**src/rtl/alu_op_sequencer_if.sv**
```systemverilog
`default_nettype none
// ============================================================================
//  Module   : alu_op_sequencer_if
//  Purpose  : Bundles the request, mux-side and result signals of the ALU
//             operation sequencer.
//  Ports    : op_in/op_valid/op_ready  - single-operation request handshake
//             auto_en                  - scan-mode level
//             res_bit                  - mux output O for the current alu_sel
//             alu_sel/sel_valid        - select driven to the mux S input
//             res_out/res_valid/res_vec- captured results
//             scan_done/err            - status pulses
//  Modports : master - board / stimulus side
//             slave  - sequencer side
//  Revision : 1.0 - initial release
// ============================================================================
interface alu_op_sequencer_if;
    logic [3:0]  op_in;
    logic        op_valid;
    logic        op_ready;
    logic        auto_en;
    logic        res_bit;
    logic [3:0]  alu_sel;
    logic        sel_valid;
    logic        res_out;
    logic        res_valid;
    logic [12:0] res_vec;
    logic        scan_done;
    logic        err;

    modport master (
        output op_in, op_valid, auto_en, res_bit,
        input  op_ready, alu_sel, sel_valid, res_out, res_valid, res_vec,
               scan_done, err
    );

    modport slave (
        input  op_in, op_valid, auto_en, res_bit,
        output op_ready, alu_sel, sel_valid, res_out, res_valid, res_vec,
               scan_done, err
    );
endinterface
`default_nettype wire

```
**src/rtl/alu_op_sequencer.sv**
```systemverilog
`default_nettype none
// ============================================================================
//  Module   : alu_op_sequencer
//  Purpose  : Drives the 4-bit operation select of the ALU result mux, waits
//             one settle cycle, then captures the mux's 1-bit output. Runs a
//             single requested operation (valid/ready) or auto-scans ops
//             0..12 holding each result for DWELL_CYCLES cycles.
//  Ports    : clk   - system clock, rising edge
//             rst_n - asynchronous active-low reset
//             bus   - alu_op_sequencer_if.slave (request, mux, result signals)
//  Revision : 1.0 - initial release
// ============================================================================
module alu_op_sequencer #(
    parameter int unsigned DWELL_CYCLES = 50000000,
    parameter int unsigned CNT_W        = 26
) (
    input  wire logic          clk,
    input  wire logic          rst_n,
    alu_op_sequencer_if.slave  bus
);

    localparam logic [3:0]       LAST_OP    = 4'd12;
    localparam logic [CNT_W-1:0] DWELL_LOAD = CNT_W'(DWELL_CYCLES - 1);
    localparam logic [CNT_W-1:0] CNT_ONE    = CNT_W'(1);

    typedef enum logic [1:0] {
        ST_IDLE   = 2'd0,
        ST_SETTLE = 2'd1,
        ST_DWELL  = 2'd2
    } state_t;

    state_t            state_q,     state_d;
    logic [3:0]        alu_sel_q,   alu_sel_d;
    logic              scan_q,      scan_d;
    logic [CNT_W-1:0]  cnt_q,       cnt_d;
    logic              res_out_q,   res_out_d;
    logic              res_valid_q, res_valid_d;
    logic [12:0]       res_vec_q,   res_vec_d;
    logic              scan_done_q, scan_done_d;
    logic              err_q,       err_d;

    // ------------------------------------------------------------------------
    // State and output registers
    // ------------------------------------------------------------------------
    always_ff @(posedge clk or negedge rst_n) begin
        if (!rst_n) begin
            state_q     <= ST_IDLE;
            alu_sel_q   <= 4'd0;
            scan_q      <= 1'b0;
            cnt_q       <= '0;
            res_out_q   <= 1'b0;
            res_valid_q <= 1'b0;
            res_vec_q   <= 13'd0;
            scan_done_q <= 1'b0;
            err_q       <= 1'b0;
        end else begin
            state_q     <= state_d;
            alu_sel_q   <= alu_sel_d;
            scan_q      <= scan_d;
            cnt_q       <= cnt_d;
            res_out_q   <= res_out_d;
            res_valid_q <= res_valid_d;
            res_vec_q   <= res_vec_d;
            scan_done_q <= scan_done_d;
            err_q       <= err_d;
        end
    end

    // ------------------------------------------------------------------------
    // Next-state and next-output logic
    // ------------------------------------------------------------------------
    always_comb begin
        state_d     = state_q;
        alu_sel_d   = alu_sel_q;
        scan_d      = scan_q;
        cnt_d       = cnt_q;
        res_out_d   = res_out_q;
        res_vec_d   = res_vec_q;
        res_valid_d = 1'b0;
        scan_done_d = 1'b0;
        err_d       = 1'b0;

        case (state_q)
            ST_IDLE: begin
                // Scan mode outranks any concurrent single-op request.
                if (bus.auto_en) begin
                    alu_sel_d = 4'd0;
                    scan_d    = 1'b1;
                    state_d   = ST_SETTLE;
                end else if (bus.op_valid) begin
                    if (bus.op_in <= LAST_OP) begin
                        alu_sel_d = bus.op_in;
                        scan_d    = 1'b0;
                        state_d   = ST_SETTLE;
                    end else begin
                        err_d = 1'b1;
                    end
                end
            end

            ST_SETTLE: begin
                // The mux has had one full cycle to settle on alu_sel_q.
                res_out_d   = bus.res_bit;
                res_valid_d = 1'b1;
                for (int i = 0; i < 13; i++) begin
                    if (alu_sel_q == 4'(i)) begin
                        res_vec_d[i] = bus.res_bit;
                    end
                end
                scan_done_d = scan_q && (alu_sel_q == LAST_OP);
                if (scan_q) begin
                    cnt_d   = DWELL_LOAD;
                    state_d = ST_DWELL;
                end else begin
                    state_d = ST_IDLE;
                end
            end

            ST_DWELL: begin
                if (!bus.auto_en) begin
                    cnt_d   = '0;
                    state_d = ST_IDLE;
                end else if (cnt_q == '0) begin
                    alu_sel_d = (alu_sel_q == LAST_OP) ? 4'd0 : alu_sel_q + 4'd1;
                    state_d   = ST_SETTLE;
                end else begin
                    cnt_d = cnt_q - CNT_ONE;
                end
            end

            default: begin
                state_d = ST_IDLE;
            end
        endcase
    end

    // ------------------------------------------------------------------------
    // Outputs
    // ------------------------------------------------------------------------
    assign bus.op_ready  = (state_q == ST_IDLE) && !bus.auto_en;
    assign bus.sel_valid = (state_q == ST_SETTLE);
    assign bus.alu_sel   = alu_sel_q;
    assign bus.res_out   = res_out_q;
    assign bus.res_valid = res_valid_q;
    assign bus.res_vec   = res_vec_q;
    assign bus.scan_done = scan_done_q;
    assign bus.err       = err_q;

endmodule
`default_nettype wire

```
**src/flat_wrapper.sv**
```systemverilog
// flat-port wrapper written by rule: the top's interface ports become plain ports
module alu_op_sequencer_flat 
#(
    parameter int unsigned DWELL_CYCLES = 50000000,
    parameter int unsigned CNT_W        = 26
)
  (clk, rst_n, bus_op_in, bus_op_valid, bus_auto_en, bus_res_bit, bus_op_ready, bus_alu_sel, bus_sel_valid, bus_res_out, bus_res_valid, bus_res_vec, bus_scan_done, bus_err);
  alu_op_sequencer_if bus_i ();
  input  wire logic clk;
  input  wire logic rst_n;
  input wire logic [$bits(bus_i.op_in)-1:0] bus_op_in;
  input wire logic [$bits(bus_i.op_valid)-1:0] bus_op_valid;
  input wire logic [$bits(bus_i.auto_en)-1:0] bus_auto_en;
  input wire logic [$bits(bus_i.res_bit)-1:0] bus_res_bit;
  output wire logic [$bits(bus_i.op_ready)-1:0] bus_op_ready;
  output wire logic [$bits(bus_i.alu_sel)-1:0] bus_alu_sel;
  output wire logic [$bits(bus_i.sel_valid)-1:0] bus_sel_valid;
  output wire logic [$bits(bus_i.res_out)-1:0] bus_res_out;
  output wire logic [$bits(bus_i.res_valid)-1:0] bus_res_valid;
  output wire logic [$bits(bus_i.res_vec)-1:0] bus_res_vec;
  output wire logic [$bits(bus_i.scan_done)-1:0] bus_scan_done;
  output wire logic [$bits(bus_i.err)-1:0] bus_err;
  assign bus_i.op_in = bus_op_in;
  assign bus_i.op_valid = bus_op_valid;
  assign bus_i.auto_en = bus_auto_en;
  assign bus_i.res_bit = bus_res_bit;
  assign bus_op_ready = bus_i.op_ready;
  assign bus_alu_sel = bus_i.alu_sel;
  assign bus_sel_valid = bus_i.sel_valid;
  assign bus_res_out = bus_i.res_out;
  assign bus_res_valid = bus_i.res_valid;
  assign bus_res_vec = bus_i.res_vec;
  assign bus_scan_done = bus_i.scan_done;
  assign bus_err = bus_i.err;
  alu_op_sequencer #(.DWELL_CYCLES(DWELL_CYCLES), .CNT_W(CNT_W)) u_core (.clk(clk), .rst_n(rst_n), .bus(bus_i));
endmodule
```
**config.mk**
```make
export PLATFORM = sky130hd
export DESIGN_NAME = alu_op_sequencer_flat
export DESIGN_NICKNAME = d
export VERILOG_FILES = /design/src/rtl/alu_op_sequencer_if.sv /design/src/rtl/alu_op_sequencer.sv /design/src/flat_wrapper.sv
export SDC_FILE = /design/constraint.sdc
export NUM_CORES = 1
export LEC_CHECK = 0
export BUFFER_PORTS_ARGS = -buffer_cell sky130_fd_sc_hd__buf_2
export CELL_PAD_IN_SITES_DETAIL_PLACEMENT = 1
export CELL_PAD_IN_SITES_GLOBAL_PLACEMENT = 2
export CORE_MARGIN = 2
export CORE_UTILIZATION = 33
export CTS_CLUSTER_DIAMETER = 150
export DETAILED_ROUTE_END_ITERATION = 16
export GPL_TIMING_DRIVEN = 0
export PLACE_DENSITY_LB_ADDON = 0.08
export SLEW_MARGIN = 10
export SYNTH_ARGS = -nofsm -noshare
export SYNTH_HDL_FRONTEND = slang
export SYNTH_SLANG_ARGS = --single-unit
```
**constraint.sdc**
```tcl
create_clock -name clk -period 2.25 [get_ports clk]
set_input_delay 0.1125 -clock clk [delete_from_list [all_inputs] [get_ports clk]]
set_output_delay 0.1125 -clock clk [all_outputs]
set_load 0.03 [all_outputs]
```
# After elaboration in Yosys (flattened, before gate mapping)
# Index checks and enable logic that the tools add are counted.
[word_totals]
regBits = 50
in_bits = 9
output_inout_bits = 23
wordCells = 99
[classes]
add_sub_neg = 2
order_cmp = 1
eq_ne = 21
n_mux = 27
n_reduce_logical = 27
[op_table]
columns = ["operator", "count"]
rows = [
  ["2-to-1 mux 26 bit", 3],
  ["case mux 26 bit (2 select lines)", 1],
  ["logical NOT 26 bit", 1],
  ["AND reduction 2 bit", 13],
  ["subtractor 26 x 1 -> 26 bit (second input constant)", 1],
  ["2-to-1 mux 4 bit", 6],
  ["equality test 4 bit (second input constant)", 5],
  ["equality test 4 x 3 -> 1 bit (second input constant)", 4],
  ["2-to-1 mux 2 bit", 6],
  ["2-to-1 mux 1 bit", 9],
  ["AND reduction 3 bit", 3],
  ["equality test 4 x 2 -> 1 bit (second input constant)", 2],
  ["case mux 4 bit (2 select lines)", 1],
  ["nonzero test 2 bit", 4],
  ["inequality test 3 x 2 -> 1 bit (second input constant)", 2],
  ["inequality test 3 bit (second input constant)", 2],
  ["case mux 2 bit (3 select lines)", 1],
  ["AND reduction 5 bit", 1],
  ["adder 4 x 1 -> 4 bit (second input constant)", 1],
  ["equality test 4 x 1 -> 1 bit (second input constant)", 1],
  ["less-or-equal comparator 4 bit (second input constant)", 1],
  ["logical NOT 4 bit", 1],
  ["inequality test 2 x 1 -> 1 bit (second input constant)", 2],
  ["equality test 2 x 1 -> 1 bit (second input constant)", 1],
  ["5 further kinds", 6],
]

# Depth between registers and ports, before layout
# Gate-level depths: netlist (run 1).
[logic_depth]
depth_word = 5
depth_mapped = 8
mapped_depth_nobuf = 7

# Least setup slack after synthesis (run 1)
# No wires, ideal clock.
[synth_timing]
path_kind = "register -> register"
from = "reg u_core.cnt_q[0]"
to = "reg u_core.cnt_q[16]"
setup_ns = 0.079
arrival_ns = 2.263
required_ns = 2.171
path_slack_ns = -0.093
path_stages_with_launch = 8
n_path_buf = 0
synth_period_minus_slack_ns = 2.343
cell_sequence = "dfrtp_1 > inv_1 > ha_1 > or3b_1 > or4_4 > or3_1 > or3_1 > a21oi_1"
[synth_between]
elab_chain_cells = 4
word_cells_on_any_way = 7
cone_classes = "add/sub: 1; eq/ne: 1; mux: 3; reduce/logical: 2"
[synth_lines]
columns = ["item", "line", "text"]
rows = [
  ["start: declaration", "alu_op_sequencer.sv:35", "logic [CNT_W-1:0] cnt_q, cnt_d;"],
  ["start signal: assignment", "alu_op_sequencer.sv:60", "cnt_q <= cnt_d;"],
  ["subtractor 26 x 1 -> 26 bit", "alu_op_sequencer.sv:127", "cnt_d = cnt_q - CNT_ONE;"],
  ["2-to-1 mux 26 bit", "alu_op_sequencer.sv:123", "end else if (cnt_q == '0) begin"],
  ["2-to-1 mux 26 bit", "alu_op_sequencer.sv:120", "if (!bus.auto_en) begin"],
  ["case mux 26 bit (2 select lines)", "alu_op_sequencer.sv:83", "case (state_q)"],
]
# Parallel ways exist; a longest one is shown, timed or not. The select of a mux whose other input is x is not followed.
# A chain may end at the register's enable or synchronous reset.

# Worst setup path in the final report (run 1)
# Same ends and word-level chain as after synthesis.

==> results.cfg, run 1 <==
[placement]
dp_cells = 433
dpl.hpwl_um = 6120
placed_cell_area_um2 = 3120
port_buffers = 31
gp_congestion = 0.797
dp_slack_ns = -0.546

[synth]
yosys.area_share.simple_pct = 25.2
syn_inst = 297
synth-compound-area-share_pct = 17.6
synth_top_cell_by_area = dfrtp_1
synth_area_leaders = dfrtp_1 44%, mux2_2 5.2%, nand2_1 4.2%, nor3_1 3.5%, a21oi_1 2.7%
yosysWarnings = 0
synthMuxAreaShare_pct = 6.99
yosys.area_share.adder_pct = 2.21
syn_area_um2 = 2830
synthTopCellsByCount = 50 x dfrtp_1, 32 x nand2_1, 20 x nor3_1
ys_ff_latch = 50
synth_area_per_cell_um2 = 9.52
syn_nets = 311
yosysTopAreaCellShare_pct = 44.3
synth_cell_type_count = 59
synth_most_common_cell = dfrtp_1
ys.flop_type = dfrtp_1
ys_seq_area_share_pct = 44.3
synth_top_family_by_area = simple AND/OR/NAND/NOR gates
synth_xor_area_share_pct = 0.620
async_flop_share_pct = 100
synth_edf_count = 0

[drt]
vias = 2724
vias_per_cell = 5.72
avgRoutedWirePerCell_um = 20.4
drc = 0
drt-pass1-iter-count = 4
ant_nets = 0
drt_wl_total_um = 9720
drt_iter0_drc = 149

[setup_path]
worst_setup_path_end_kind = flop
cp_top_family = simple AND/OR/NAND/NOR gates
cp.arrival_ns = 2.69
slowest_delay_ns = 0.53
slowest_stage = or4_4
crit_type = flop to flop
required_ns = 2.51
cp-start-kind = flop
path_common_cell = or3_4
path_buf_inv = 1
critical_path.cell_chain = inv_2 -> ha_4 -> or3b_4 -> or4_4 -> or3_4 -> or3_4 -> a21oi_2
cp_max_fo = 4

[pwr]
power.switching_mw = 2.11
power_frac_comb_pct = 49.6
power.leakage_nw = 1.54
seqPwrFrac_pct = 37.3
internal_power_mw = 2.29
swShare_pct = 48.0
total_power_mw = 4.40
ir_worst_vdd_mv = 0.647
p_clk_share_pct = 13.1
power_density_nw_per_um2 = 1160

[timing]
fin_crit_ns = 2.43
fmax_mhz = 411
maxSlewViolCount = 0
relSlewSlack_pct = 55.1
worst_pin_slew_ns = 0.673
fin_worst_skew_ns = 0.0130
rsz0062_at_grt = true
setup_slack_ns = -0.180
setup_viol = 15
hold_viol_final = 0
period_share_pct = 108

[clock_tree]
root_buffer = clkbuf_8
clk_pin_slew_ns = 0.11
cts.sinks = 50
numCtsBuffers = 5
htree_levels = 2
clock_latency_ns = 0.32
clk_path_buf_depth = 2
cts_tree = built

[floorplan]
die_y_um = 96.5
core-area_um2 = 8260
die_w_um = 96.5
rows = 33
die-area_um2 = 9320
io-pin-count = 32
start_util_pct = 34.2

[grt]
grt_pass1_vias = 2769
overflow = 0
grt_pass1_wl_um = 15100
antenna_found_initial = 0
grtUsageTotal_pct = 21.6
grt_max_degree = 51

[worst_hold_path]
hp-class = input pin to flop

[layout]
diodes = 0
nets = 384
instances_no_fill = 476
stdcell_area_um2 = 3790
drive_gt1_share_pct = 37.7
area_growth_pct = 34.2
post-route-util_pct = 45.9

[run]
drv_cap = 0

[run_status]
violations = setup timing
status = finished with violations
state kept, by name, summed over array words and instances (netlist names):
register / cells
u_core.bus.scan_done: 1
u_core.cnt_q: 26
u_core.bus.err: 1
u_core.bus.res_vec: 13
u_core.bus.res_valid: 1
u_core.state_q: 2
u_core.bus.res_out: 1
u_core.bus.alu_sel: 4
u_core.scan_q: 1
per-stage QoR:
step / setup TNS (ns) / hold WS (ns)
after floorplan: -0.0583 / -0.183
after global placement: -8.06 / 0.370
after detailed placement: -8.02 / 0.371
after CTS: -1.04 / 0.0258
after global routing: -3.36 / 0.0409
final: -1.45 / 0.0336
cells in the final DEF, fill, tap and decap left out, drive strengths merged, types with 3 or more instances in the layout:
master   n
buf     68
dfrtp   50
nand2   32
nor3    20
nor2    19
clkbuf  17
a21oi   16
mux2    14
nand3   12
o21ai   12
inv      9
a31oi    8
or3      8
and3     6
nand4    5
or4      5
ha       5
nor4     5
a311oi   5
o32a     4
o31ai    4
mux2i    4
o21a     3
nor3b    3
power by group through the flow:
stage	logic (mW)	registers (mW)	clock network (mW)
after floorplan	0.982	1.84	0
after global placement	1.86	1.56	0
after detailed placement	1.89	1.58	0
after CTS	2.04	1.58	0.608
after global routing	2.37	1.70	0.650
final	2.18	1.64	0.578
routing by layer:
metal	track usage (%)	routed length (um)	vias up	share of wire, %
met5	0	0	-	0
met4	5.99	104	0	1.1
met3	2.72	344	9	3.5
met2	33.8	4590	52	47
met1	31.4	4680	1390	48
li1	-	-	1273	-
logic make-up after synthesis:
| logic type | Yosys count |
|---|---|
| fa+ha+maj | 5 |
| xor+xnor | 2 |
| flops | 50 |
| mux | 18 |
| buf+inv | 23 |
| simple gates | 130 |
| compound gates | 69 |
final cells by class:
type,instances,area [um^2]
buffer,12,50.0
clock inverter,3,25.0
sequential,50,1250
fill,944,4460
timing repair buffer,69,487
clock buffer,5,68.8
multi-input combinational,224,1750
inverter,8,30.0
tap,105,131
worst register-to-register path, cell delays in order, from the launching register on:
cell and delay, ns:
dfrtp_1 0.42, inv_2 0.09, ha_4 0.15, or3b_4 0.39, or4_4 0.53, or3_4 0.34, or3_4 0.33, a21oi_2 0.12
repair_timing:
action                                 CTS  global route
gates cloned                             0             0
pin swaps                               15            15
setup endpoints to repair               30            37
endpoints found under the hold margin    0            50
setup buffers                           22            15
gates resized for setup                 29            38
hold buffers                             0             1
final timing paths:
kind	start	to	slack, ns	depth (start not counted)
worst max register to register	u_core.cnt_q[0]	u_core.cnt_q[16]	-0.18	7
min in group asynchronous	rst_n	u_core.cnt_q[9]	0.36	2
worst min-delay path	bus_op_valid	u_core.bus.err	0.03	3
max in group asynchronous	rst_n	u_core.cnt_q[7]	1.41	2
worst max-delay path	u_core.cnt_q[0]	u_core.cnt_q[16]	-0.18	7
worst min register to register	u_core.bus.res_out	u_core.bus.res_out	0.49	2
(Power assumes the default switching activity.)
==> run 2: changes to the inputs <==
- GPL_ROUTABILITY_DRIVEN: unset -> 1
- PLACE_DENSITY_LB_ADDON: 0.08 -> 0.1
==> run 2 against run 1 <==
Effect of this change: sequential cell count is the same; final cell count grew 1.1%; first-iteration DRC count shrank 21%; via count grew 1.2%; the run still ends with setup timing left; register-to-register slack is essentially flat; clock skew shrank 0.0028 ns; critical path depth is the same; count of clock-buffer cells in the layout is the same.
==> results.cfg, run 2 (same netlist as run 1, synthesis figures left out) <==
[run_status]
status = finished with violations
violations = setup timing

[setup_path]
worst-r2r-cell-count = 7
required_ns = 2.51
cp.arrival_ns = 2.70
cp-start-kind = flop
worst_setup_path_end_kind = flop
cp_max_fo = 4
crit_type = flop to flop

[layout]
area_growth_pct = 36.2
fill_cells = 962
top_register = u_core.cnt_q
multi_input_area_um2 = 1770
seqCellArea_um2 = 1260
diodes = 0
final_common_cell = dfrtp_1
largest_reg_flops = 26
post-route-util_pct = 46.6
nets = 389
mostFrequentLayoutCells = 46 x dfrtp_1, 32 x nand2_1, 32 x buf_4, 30 x buf_2, 18 x nor2_1
drive_gt1_share_pct = 39.6
stdcell_area_um2 = 3850

[timing]
tns_ns = -1.13
fmax_mhz = 409
rsz0062_at_grt = true
maxSlewViolCount = 0
relSlewSlack_pct = 54.0
setup_slack_ns = -0.192
hold_viol_final = 0
fin_crit_ns = 2.44
setup_viol = 14
worst_pin_slew_ns = 0.690
fin_worst_skew_ns = 0.0102
period_share_pct = 109

[drt]
vias = 2758
drc = 0
avgRoutedWirePerCell_um = 20.2
vias_per_cell = 5.73
ant_nets = 0
drt-pass1-iter-count = 4
drt_iter0_drc = 117
drt_wl_total_um = 9710

[floorplan]
start_util_pct = 34.2
core-area_um2 = 8260
die-area_um2 = 9320
die_y_um = 96.5
rows = 33
io-pin-count = 32
die_w_um = 96.5

[placement]
dpl.hpwl_um = 6180
gp_congestion = 0.818
port_buffers = 31
dp_slack_ns = -0.545
placed_cell_area_um2 = 3120

[grt]
grtUsageTotal_pct = 22.0
antenna_found_initial = 0
grt_max_degree = 51
overflow = 0
grt_pass1_vias = 2854
grt_pass1_wl_um = 15500

[clock_tree]
numCtsBuffers = 5
root_buffer = clkbuf_8
clk_path_buf_depth = 2
cts_tree = built
clock_latency_ns = 0.32
clk_pin_slew_ns = 0.11
cts.sinks = 50
htree_levels = 2

[run]
drv_cap = 0

[pwr]
power.leakage_nw = 1.56
power_density_nw_per_um2 = 1150
ir_worst_vdd_mv = 0.532
total_power_mw = 4.44

[worst_hold_path]
hold_depth = 3
hp-class = input pin to flop
==> run 2: final timing paths <==
| kind | end | slack, ns | startpoint |
|---|---|---|---|
| max | u_core.cnt_q[16] | -0.19 | u_core.cnt_q[0] |
| min | u_core.bus.err | 0.06 | bus_op_valid |
| max reg2reg | u_core.cnt_q[16] | -0.19 | u_core.cnt_q[0] |
| min reg2reg | u_core.bus.res_out | 0.49 | u_core.bus.res_out |
| max in group asynchronous | u_core.cnt_q[2] | 1.39 | rst_n |
| min in group asynchronous | u_core.cnt_q[10] | 0.36 | rst_n |
==> run 2: power by group <==
part / total (mW) / internal, mW / switching (mW) / leakage (nW)
clock: 0.579 / 0.226 / 0.353 / 0.0447
sequential: 1.59 / 1.24 / 0.355 / 0.589
combinational: 2.27 / 0.861 / 1.41 / 0.931
total: 4.44 / 2.33 / 2.12 / 1.56
==> run 2: through the flow <==
step / std cells / hold slack, ns
after floorplan: 297 / -0.183
after global placement: 433 / 0.369
after detailed placement: 433 / 0.386
after CTS: 467 / 0.0466
after global routing: 481 / 0.0777
final: 481 / 0.0583
==> run 2: cell type report <==
class                   instances  share of cell area [%]
multi-input cells             224                    46.0
flip-flops and latches         50                    32.6
repair buffers                 73                    13.3
well taps                     105                    3.41
clock buffers                   5                    1.79
plain buffers                  13                    1.40
inverters                       8                   0.780
clock inverters                 3                   0.650
==> run 2: per-layer routing <==
layer / GRT usage, % / vias to the layer above / share of wire (%)
met4: 5.05 / 0 / 0.87
met3: 3.26 / 7 / 3.9
met5: 0 / - / 0
met2: 34.5 / 54 / 48
li1: - / 1278 / -
met1: 31.9 / 1419 / 48
==> run 2: repair_timing <==
action	4_1_cts	5_1_grt
setup endpoints to repair	30	35
hold buffers	0	1
resized for setup	27	49
pin swaps	14	16
buffers inserted	27	14
cloned	0	0
endpoints found under the hold margin	0	50
==> run 2: worst max-delay path, stage by stage, from the launching register on <==
cell	delay, ns
dfrtp_1	0.43
inv_2	0.09
ha_4	0.12
or3b_4	0.39
or4_4	0.56
or3_4	0.34
or3_4	0.33
a21oi_2	0.11
